[src/rtl/lm_pkg.sv]
// Purpose: shared constants and the 7-segment digit lookup for the level meter.
// Latency: n/a (package only).
// Backpressure: n/a (no flow control).
package lm_pkg;

    // Largest comparator count whose level still fits one decimal digit.
    localparam int MAX_COMPS = 9;

    // Active-high segment patterns, bit 0 = a ... bit 6 = g.
    localparam logic [6:0] SEG_0     = 7'h3F;
    localparam logic [6:0] SEG_1     = 7'h06;
    localparam logic [6:0] SEG_2     = 7'h5B;
    localparam logic [6:0] SEG_3     = 7'h4F;
    localparam logic [6:0] SEG_4     = 7'h66;
    localparam logic [6:0] SEG_5     = 7'h6D;
    localparam logic [6:0] SEG_6     = 7'h7D;
    localparam logic [6:0] SEG_7     = 7'h07;
    localparam logic [6:0] SEG_8     = 7'h7F;
    localparam logic [6:0] SEG_9     = 7'h6F;
    localparam logic [6:0] SEG_E     = 7'h79;
    localparam logic [6:0] SEG_BLANK = 7'h00;

    // Values 10..15 cannot occur for a legal comparator count; show blank.
    function automatic logic [6:0] seg7_of(input logic [3:0] value);
        logic [6:0] pat;
        case (value)
            4'd0:    pat = SEG_0;
            4'd1:    pat = SEG_1;
            4'd2:    pat = SEG_2;
            4'd3:    pat = SEG_3;
            4'd4:    pat = SEG_4;
            4'd5:    pat = SEG_5;
            4'd6:    pat = SEG_6;
            4'd7:    pat = SEG_7;
            4'd8:    pat = SEG_8;
            4'd9:    pat = SEG_9;
            default: pat = SEG_BLANK;
        endcase
        return pat;
    endfunction

endpackage

[src/rtl/seg7_digit_enc.sv]
// Purpose: combinational 4-bit value to 7-segment pattern encoder.
// Latency: 0 cycles (pure combinational).
// Backpressure: none.
// Ports: value (4-bit digit in), segs (7 active-high segments out, bit 0 = a).
module seg7_digit_enc
    import lm_pkg::*;
(
    input  logic [3:0] value,
    output logic [6:0] segs
);

    assign segs = seg7_of(value);

endmodule

[src/rtl/level_meter_7seg.sv]
// Purpose: thermometer comparator bank -> debounced level, peak hold, sticky bubble error, one 7-seg digit.
// Latency: comps held stable from capture edge 0 -> level at edge FILT_LEN+2 -> segs at edge FILT_LEN+3.
// Backpressure: none; samples every clock, outputs are free-running registers.
// Ports: clk, rst (sync, active-high); comps (async raw comparators); mode (0 live, 1 peak);
//        err_clr (clears sticky error); segs (7 segments); level_out, peak_out (CW bits); err (sticky).
module level_meter_7seg
    import lm_pkg::*;
#(
    parameter  int N_COMPS   = 5,
    parameter  int FILT_LEN  = 4,
    parameter  int PEAK_HOLD = 16,
    localparam int CW        = $clog2(N_COMPS + 1)
) (
    input  logic               clk,
    input  logic               rst,
    input  logic [N_COMPS-1:0] comps,
    input  logic               mode,
    input  logic               err_clr,
    output logic [6:0]         segs,
    output logic [CW-1:0]      level_out,
    output logic [CW-1:0]      peak_out,
    output logic               err
);

    // Stability counter only has to reach FILT_LEN-1; keep at least one bit.
    localparam int SW = (FILT_LEN > 1) ? $clog2(FILT_LEN) : 1;
    localparam int TW = $clog2(PEAK_HOLD + 1);

    generate
        if (N_COMPS < 1 || N_COMPS > MAX_COMPS || FILT_LEN < 1 || PEAK_HOLD < 1) begin : g_bad_param
            $error("level_meter_7seg: illegal parameter value");
        end
    endgenerate

    logic [N_COMPS-1:0] sync1;
    logic [N_COMPS-1:0] sc;
    logic [CW-1:0]      raw;
    logic               bubble;
    logic [CW-1:0]      cand;
    logic [SW-1:0]      stab;
    logic [TW-1:0]      timer;
    logic [3:0]         disp_val;
    logic [6:0]         dec_segs;

    // Popcount still counts bubbled bits; a bubble is any 1 sitting directly above a 0.
    always_comb begin
        raw    = '0;
        bubble = 1'b0;
        for (int i = 0; i < N_COMPS; i++) begin
            raw = raw + CW'(sc[i]);
        end
        for (int i = 1; i < N_COMPS; i++) begin
            if (sc[i] && !sc[i-1]) begin
                bubble = 1'b1;
            end
        end
    end

    always_ff @(posedge clk) begin
        if (rst) begin
            sync1 <= '0;
            sc    <= '0;
        end else begin
            sync1 <= comps;
            sc    <= sync1;
        end
    end

    // Any change of raw restarts the run; the level is taken once the run
    // has lasted FILT_LEN further edges, after which stab saturates.
    always_ff @(posedge clk) begin
        if (rst) begin
            cand      <= '0;
            stab      <= '0;
            level_out <= '0;
        end else if (raw != cand) begin
            cand <= raw;
            stab <= '0;
        end else if (stab == SW'(FILT_LEN - 1)) begin
            level_out <= cand;
        end else begin
            stab <= stab + SW'(1);
        end
    end

    // Peak jumps straight back to the live level when the hold expires.
    always_ff @(posedge clk) begin
        if (rst) begin
            peak_out <= '0;
            timer    <= '0;
        end else if (level_out > peak_out) begin
            peak_out <= level_out;
            timer    <= TW'(PEAK_HOLD);
        end else if (timer == '0) begin
            peak_out <= level_out;
        end else begin
            timer <= timer - TW'(1);
        end
    end

    // A bubble on the same edge as err_clr keeps the flag set.
    always_ff @(posedge clk) begin
        if (rst) begin
            err <= 1'b0;
        end else if (bubble) begin
            err <= 1'b1;
        end else if (err_clr) begin
            err <= 1'b0;
        end
    end

    assign disp_val = 4'(mode ? peak_out : level_out);

    seg7_digit_enc u_enc (
        .value (disp_val),
        .segs  (dec_segs)
    );

    always_ff @(posedge clk) begin
        if (rst) begin
            segs <= SEG_BLANK;
        end else begin
            segs <= err ? SEG_E : dec_segs;
        end
    end

endmodule

[config.mk]
export PLATFORM = sky130hd
export DESIGN_NAME = level_meter_7seg
export DESIGN_NICKNAME = d
export VERILOG_FILES = /design/src/rtl/lm_pkg.sv /design/src/rtl/seg7_digit_enc.sv /design/src/rtl/level_meter_7seg.sv
export SDC_FILE = /design/constraint.sdc
export NUM_CORES = 1
export LEC_CHECK = 0
export CAP_MARGIN = 15
export CORE_MARGIN = 10
export CORE_UTILIZATION = 30
export DETAILED_ROUTE_END_ITERATION = 8
export DONT_BUFFER_PORTS = 1
export GPL_ROUTABILITY_DRIVEN = 0
export PLACE_DENSITY = 0.45
export SKIP_CTS_REPAIR_TIMING = 1
export SYNTH_ARGS = -nofsm -noshare
export SYNTH_HDL_FRONTEND = slang
export SYNTH_HIERARCHICAL = 1
export SYNTH_SLANG_ARGS = --single-unit
[constraint.sdc]
create_clock -name clk -period 2.86 [get_ports clk]
set_input_delay 0 -clock clk [delete_from_list [all_inputs] [get_ports clk]]
set_output_delay 0 -clock clk [all_outputs]
set_load 0.01 [all_outputs]
# == Yosys cells after proc, flatten, opt, wreduce, memory -nomap -nowiden ==
# Memory sizes are Yosys's and may differ from the RTL's.
# Index checks and enable logic that the tools add are counted.
# totals
memories,1
mem_bits_ro,112
output_inout_bits,14
ff_bits,34
# classes
muxes,12
bitwise_logic,1
order_cmp,1
add_sub_neg,6
eq_ne,3
reduce_logical,15
# mem_list
memory,words,width,rd,rd_ports_with_merged_regs,wr,line,text
(no name shown),16,7,1,0,0,lm_pkg.sv:26,case (value)
# op_table
op,count
2-to-1 mux 5 bit,2
2-to-1 mux 3 bit,3
2-to-1 mux 7 bit,1
adder 3 x 1 -> 3 bit,2
2-to-1 mux 1 bit,6
OR reduction 2 bit,3
logical NOT 5 bit,1
"subtractor 5 x 1 -> 5 bit, second input constant",1
logical AND 1 bit,4
logical NOT 1 bit,4
nonzero test 2 bit,2
adder 2 x 1 -> 3 bit,1
greater-than comparator 3 bit,1
!= test 3 bit,1
adder 1 x 1 -> 2 bit,1
"adder 2 x 1 -> 2 bit, second input constant",1
"equality test 2 bit, second input constant",1
"!= test 2 bit, second input constant",1
AND reduction 2 bit,1
inverter 1 bit,1

# == Logic depth before layout (Yosys ltp) ==
# logic_depth
word_depth,7
depth_mapped,9
mapped_depth_nobuf,9

# == Modules after synthesis ==
# The synthesis kept the hierarchy.
# modules_own_cells
mod,area_per_inst_um2,instances,cells_each,seq_area_each_um2
level_meter_7seg,1355.0,1,137,680.7
seg7_digit_enc,219.0,1,28,0.0

# == Least setup slack after synthesis ==
# OpenSTA, ideal clock, no wires.
# synth_timing
path_kind,register to register
start,reg sc[1]
end,reg level_out[0]
path_buffers,0
slack_ns,0.676
required_time_ns,2.732
arrival_time_ns,2.056
path_stages_with_launch,10
cell_sequence,dfxtp_1 inv_1 fa_1 fa_1 inv_1 ha_1 xnor2_1 nand4_1 mux2i_1 nor2_1
# synth_between
elab_chain_cells,7
# synth_lines
element,line,text
start: declaration,level_meter_7seg.sv:36,logic [N_COMPS-1:0] sc;
start signal: assignment,level_meter_7seg.sv:65,sc <= sync1;
adder 1 x 1 -> 2 bit,level_meter_7seg.sv:50,raw = raw + CW'(sc[i]);
adder 2 x 1 -> 3 bit,level_meter_7seg.sv:50,
adder 3 x 1 -> 3 bit (2 in a row),level_meter_7seg.sv:50,
net raw[1],level_meter_7seg.sv:37,logic [CW-1:0] raw;
!= test 3 bit,level_meter_7seg.sv:76,end else if (raw != cand) begin
inverter 1 bit (no source line),-,
AND reduction 2 bit (no source line),-,
end signal: assignment,level_meter_7seg.sv:80,level_out <= cand;
end: declaration,level_meter_7seg.sv:20,"output logic [CW-1:0] level_out,"
# The timed path passes the listed nets, and every way through them passes these cells.
# A chain may end at the register's enable or synchronous reset.

# == Final worst setup path ==
# layout_timing
start,reg sc[1]
end,reg level_out[2]
# The elaborated chain is that of the path after synthesis.

==> results.md <==
* Outcome: complete, but fails checks
* Failing checks: negative hold slack
* Max incr delay on CP at 0.47 ns
* Vias in the first global route at 1128
* Syn Std Cell Area at 1574 um2
* WHS Path Cells at 3
* Fillers at 541
* Sequential-to-total area share from yosys stat at 43.24%
* Clk slew on worst S/H paths at 0.06 ns
* Initial antenna violation count at 0
* Worst R2R Start: sc[1]$_SDFF_PP0_
* Slew Viols, Final at 0
* CTS tree: yes
* Layout cells sized above 1 at 9.714%
* Leading area contributor after synthesis: dfxtp_1
* Routed wire length per instance at 12.00 um
* Post-detail-place hpwl at 2.175 mm
* Critical path startpoint category: register
* Synthesis Warnings at 6
* Worst Path Buf+Inv at 2
* Insertion delay to the later sink of the worst-skew pair at 0.28 ns
* Vias per cell at 4.490
* PD cells at 637.1 nW/um2
* Crit-path max FO at 3
* Crit path cell chain: inv_1 -> fa_1 -> fa_1 -> inv_1 -> ha_1 -> xnor2_1 -> nand4_1 -> mux2i_1 -> nor2_1
* Kind of critical path: reg -> reg
* Hold Violations, Final at 3
* Worst R2R Path Depth at 9
* Fmax at 431.9 MHz
* CTS Sinks at 34
* Gate Count Post-Synth at 165
* Clock buffer depth at 2
* Root Driver: clkbuf_8
* Number of cells on the critical path at 9
* IO Count at 23
* CP max-delay cell: fa_1
* Ant diodes at 0
* Die extent in x at 92.44 um
* Syn-to-layout area delta at 14.71%
* Setup slack, reg-to-reg at 0.54 ns
* Mean Syn Cell Area at 9.539 um2
* Most frequent cells in the layout: dfxtp_1 (34), nor2_1 (18), inv_1 (17), nor2b_1 (12), ha_1 (12)
* Worst VDD drop at 0.0002681 V
* Fin Clk Skew at 0.004908 ns
* Number of cell rows at 26
* CP startpoint: sc[1]$_SDFF_PP0_
* Kind of cell adding the most delay to the critical path: adder cells
* Pre-CTS setup slack at 0.5422 ns
* Number of port buffers at 0
* Dominant cells by area after synthesis: dfxtp_1 (43%), ha_1 (9.5%), nor2b_1 (4.8%)
* Crit. End Element: register
* Drt pass-1 iters at 4
* # DRC at 0
* Syn Nets at 188
* Top cell type's share of synthesized area at 43.24%
* Setup crit end: level_out[2]$_SDFFE_PP0P_
* Vias post-DR at 1100
* Largest net degree at the start of global routing at 32
* Detailed Route Iter0 Violations at 68
* Grt total ovfl at 0
* Layout Utilization at 35.35%
* RSZ-0062 raised after global routing: no
* Critical Path RT at 3.03 ns
* CTS H-tree depth at 2
* Min Clock Period, post-route at 2.315 ns
* Total core area at 5107 um2
* Die Ht at 92.44 um
* Worst Path Arrival at 2.48 ns
* First-pass GRT wire length at 5.119 mm
* Max_cap viols at 0
* Hold/Removal Path Class: in -> reg
* P_leak at 0.7649 nW
* Reg2reg end: level_out[2]$_SDFFE_PP0P_
* Die area at 8544 um2
* Period utilisation layout at 80.96%
* #FFs+latches synth at 34
* Commonest non-fill, non-tap cell in the layout: dfxtp_1
* Nets at 197
* Setup TNS at 0 ns
* Starting density of the core at 30.82%
* PnR worst setup slack at 0.5447 ns
* Min Hold Slack at -0.01830 ns
* Total track usage at 7.271%
* Post-DRT Antenna Nets at 0
* Final setup violation count at 0
* Final wirelength at 2.941 mm
* Post-synth cell types at 35
* CTS buffer count at 5
## flip-flops by register name, indices dropped and copies added, names as in the netlist
name / cells
cand: 3
segs: 7
sc: 5
err: 1
peak_out: 3
stab: 2
timer: 5
sync1: 5
level_out: 3
## worst reg2reg max path, cell delays in order (launching register included)
cell and delay, ns:
dfxtp_1 0.33, inv_1 0.06, fa_1 0.47, fa_1 0.37
inv_1 0.06, ha_1 0.24, xnor2_1 0.18, nand4_1 0.24
mux2i_1 0.21, nor2_1 0.05
## through the flow
stage / hold WS [ns] / instance area, um2 / power [mW] / cells
after floorplan: 0.1282 / 1574 / 0.7554 / 165
after global placement: 0.07367 / 1624 / 0.7755 / 229
after detailed placement: 0.07894 / 1624 / 0.7891 / 229
after CTS: -0.2284 / 1715 / 1.159 / 237
after global routing: 0.01387 / 1805 / 1.222 / 245
final: -0.01830 / 1805 / 1.150 / 245
## how the worst min path moves through the flow
stage	startpoint	end
after floorplan	comps[0]	sync1[0]$_SDFF_PP0_
after global placement	rst	cand[0]$_SDFFE_PP0P_
after detailed placement	rst	cand[0]$_SDFFE_PP0P_
after CTS	rst	peak_out[2]$_SDFFE_PP0P_
after global routing	rst	timer[0]$_SDFFE_PP0N_
final	err_clr	err$_SDFFE_PP0P_
## Yosys cell counts, drive strengths merged
cell,count
mux2i,6
o22ai,5
o21ai,6
a211oi,1
xnor2,7
nand2b,2
nand3,4
nor3b,2
buf,2
dfxtp,34
nand4,1
a21oi,7
a21o,2
fa,2
xor2,2
inv,18
nor2b,12
nor4,2
conb,1
a222oi,1
nor3,3
clkbuf,4
nand2,3
mux2,2
nor2,19
and3b,1
o21a,2
ha,12
or2,1
or3b,1
## kinds of logic (layout without fill, tap and decap cells)
kind of cell	Yosys count	in the layout	synth area share (%)
flip-flops	34	34	43.24
other	1	1	0.2382
adder cells (fa/ha/maj)	14	14	12.08
AND/OR/NAND/NOR	51	51	17.96
multiplexers	8	8	5.246
AO/OA/AOI/OAI	24	24	9.538
buffers and inverters	24	34	6.677
XOR/XNOR	9	9	5.008
## power breakdown
| part | switching [mW] | internal [mW] | leakage (nW) |
|---|---|---|---|
| sequential | 0.0317 | 0.518 | 0.280 |
| clock | 0.164 | 0.194 | 0.0482 |
| combinational | 0.122 | 0.121 | 0.436 |
| total | 0.317 | 0.833 | 0.765 |
## cell type report
cell class / count / area, um2 / share of cell area [%]
Timing Repair Buffer: 8 / 90.09 / 4.990
Tap cell: 70 / 87.58 / 4.851
Clock buffer: 7 / 86.33 / 4.782
Clock inverter: 1 / 5.005 / 0.2772
Inverter: 18 / 67.56 / 3.742
Multi-Input combinational cell: 107 / 788.3 / 43.66
Sequential cell: 34 / 680.7 / 37.70
## layer usage
metal | wire length (um) | part of all wire, % | track usage (%)
met5 | 0 | 0 | 0
met4 | 31 | 1.1 | 2.699
met3 | 268 | 9.1 | 3.955
met2 | 1324 | 45 | 11.94
met1 | 1316 | 45 | 7.718
No activity file was read; power rests on OpenSTA's default activity.
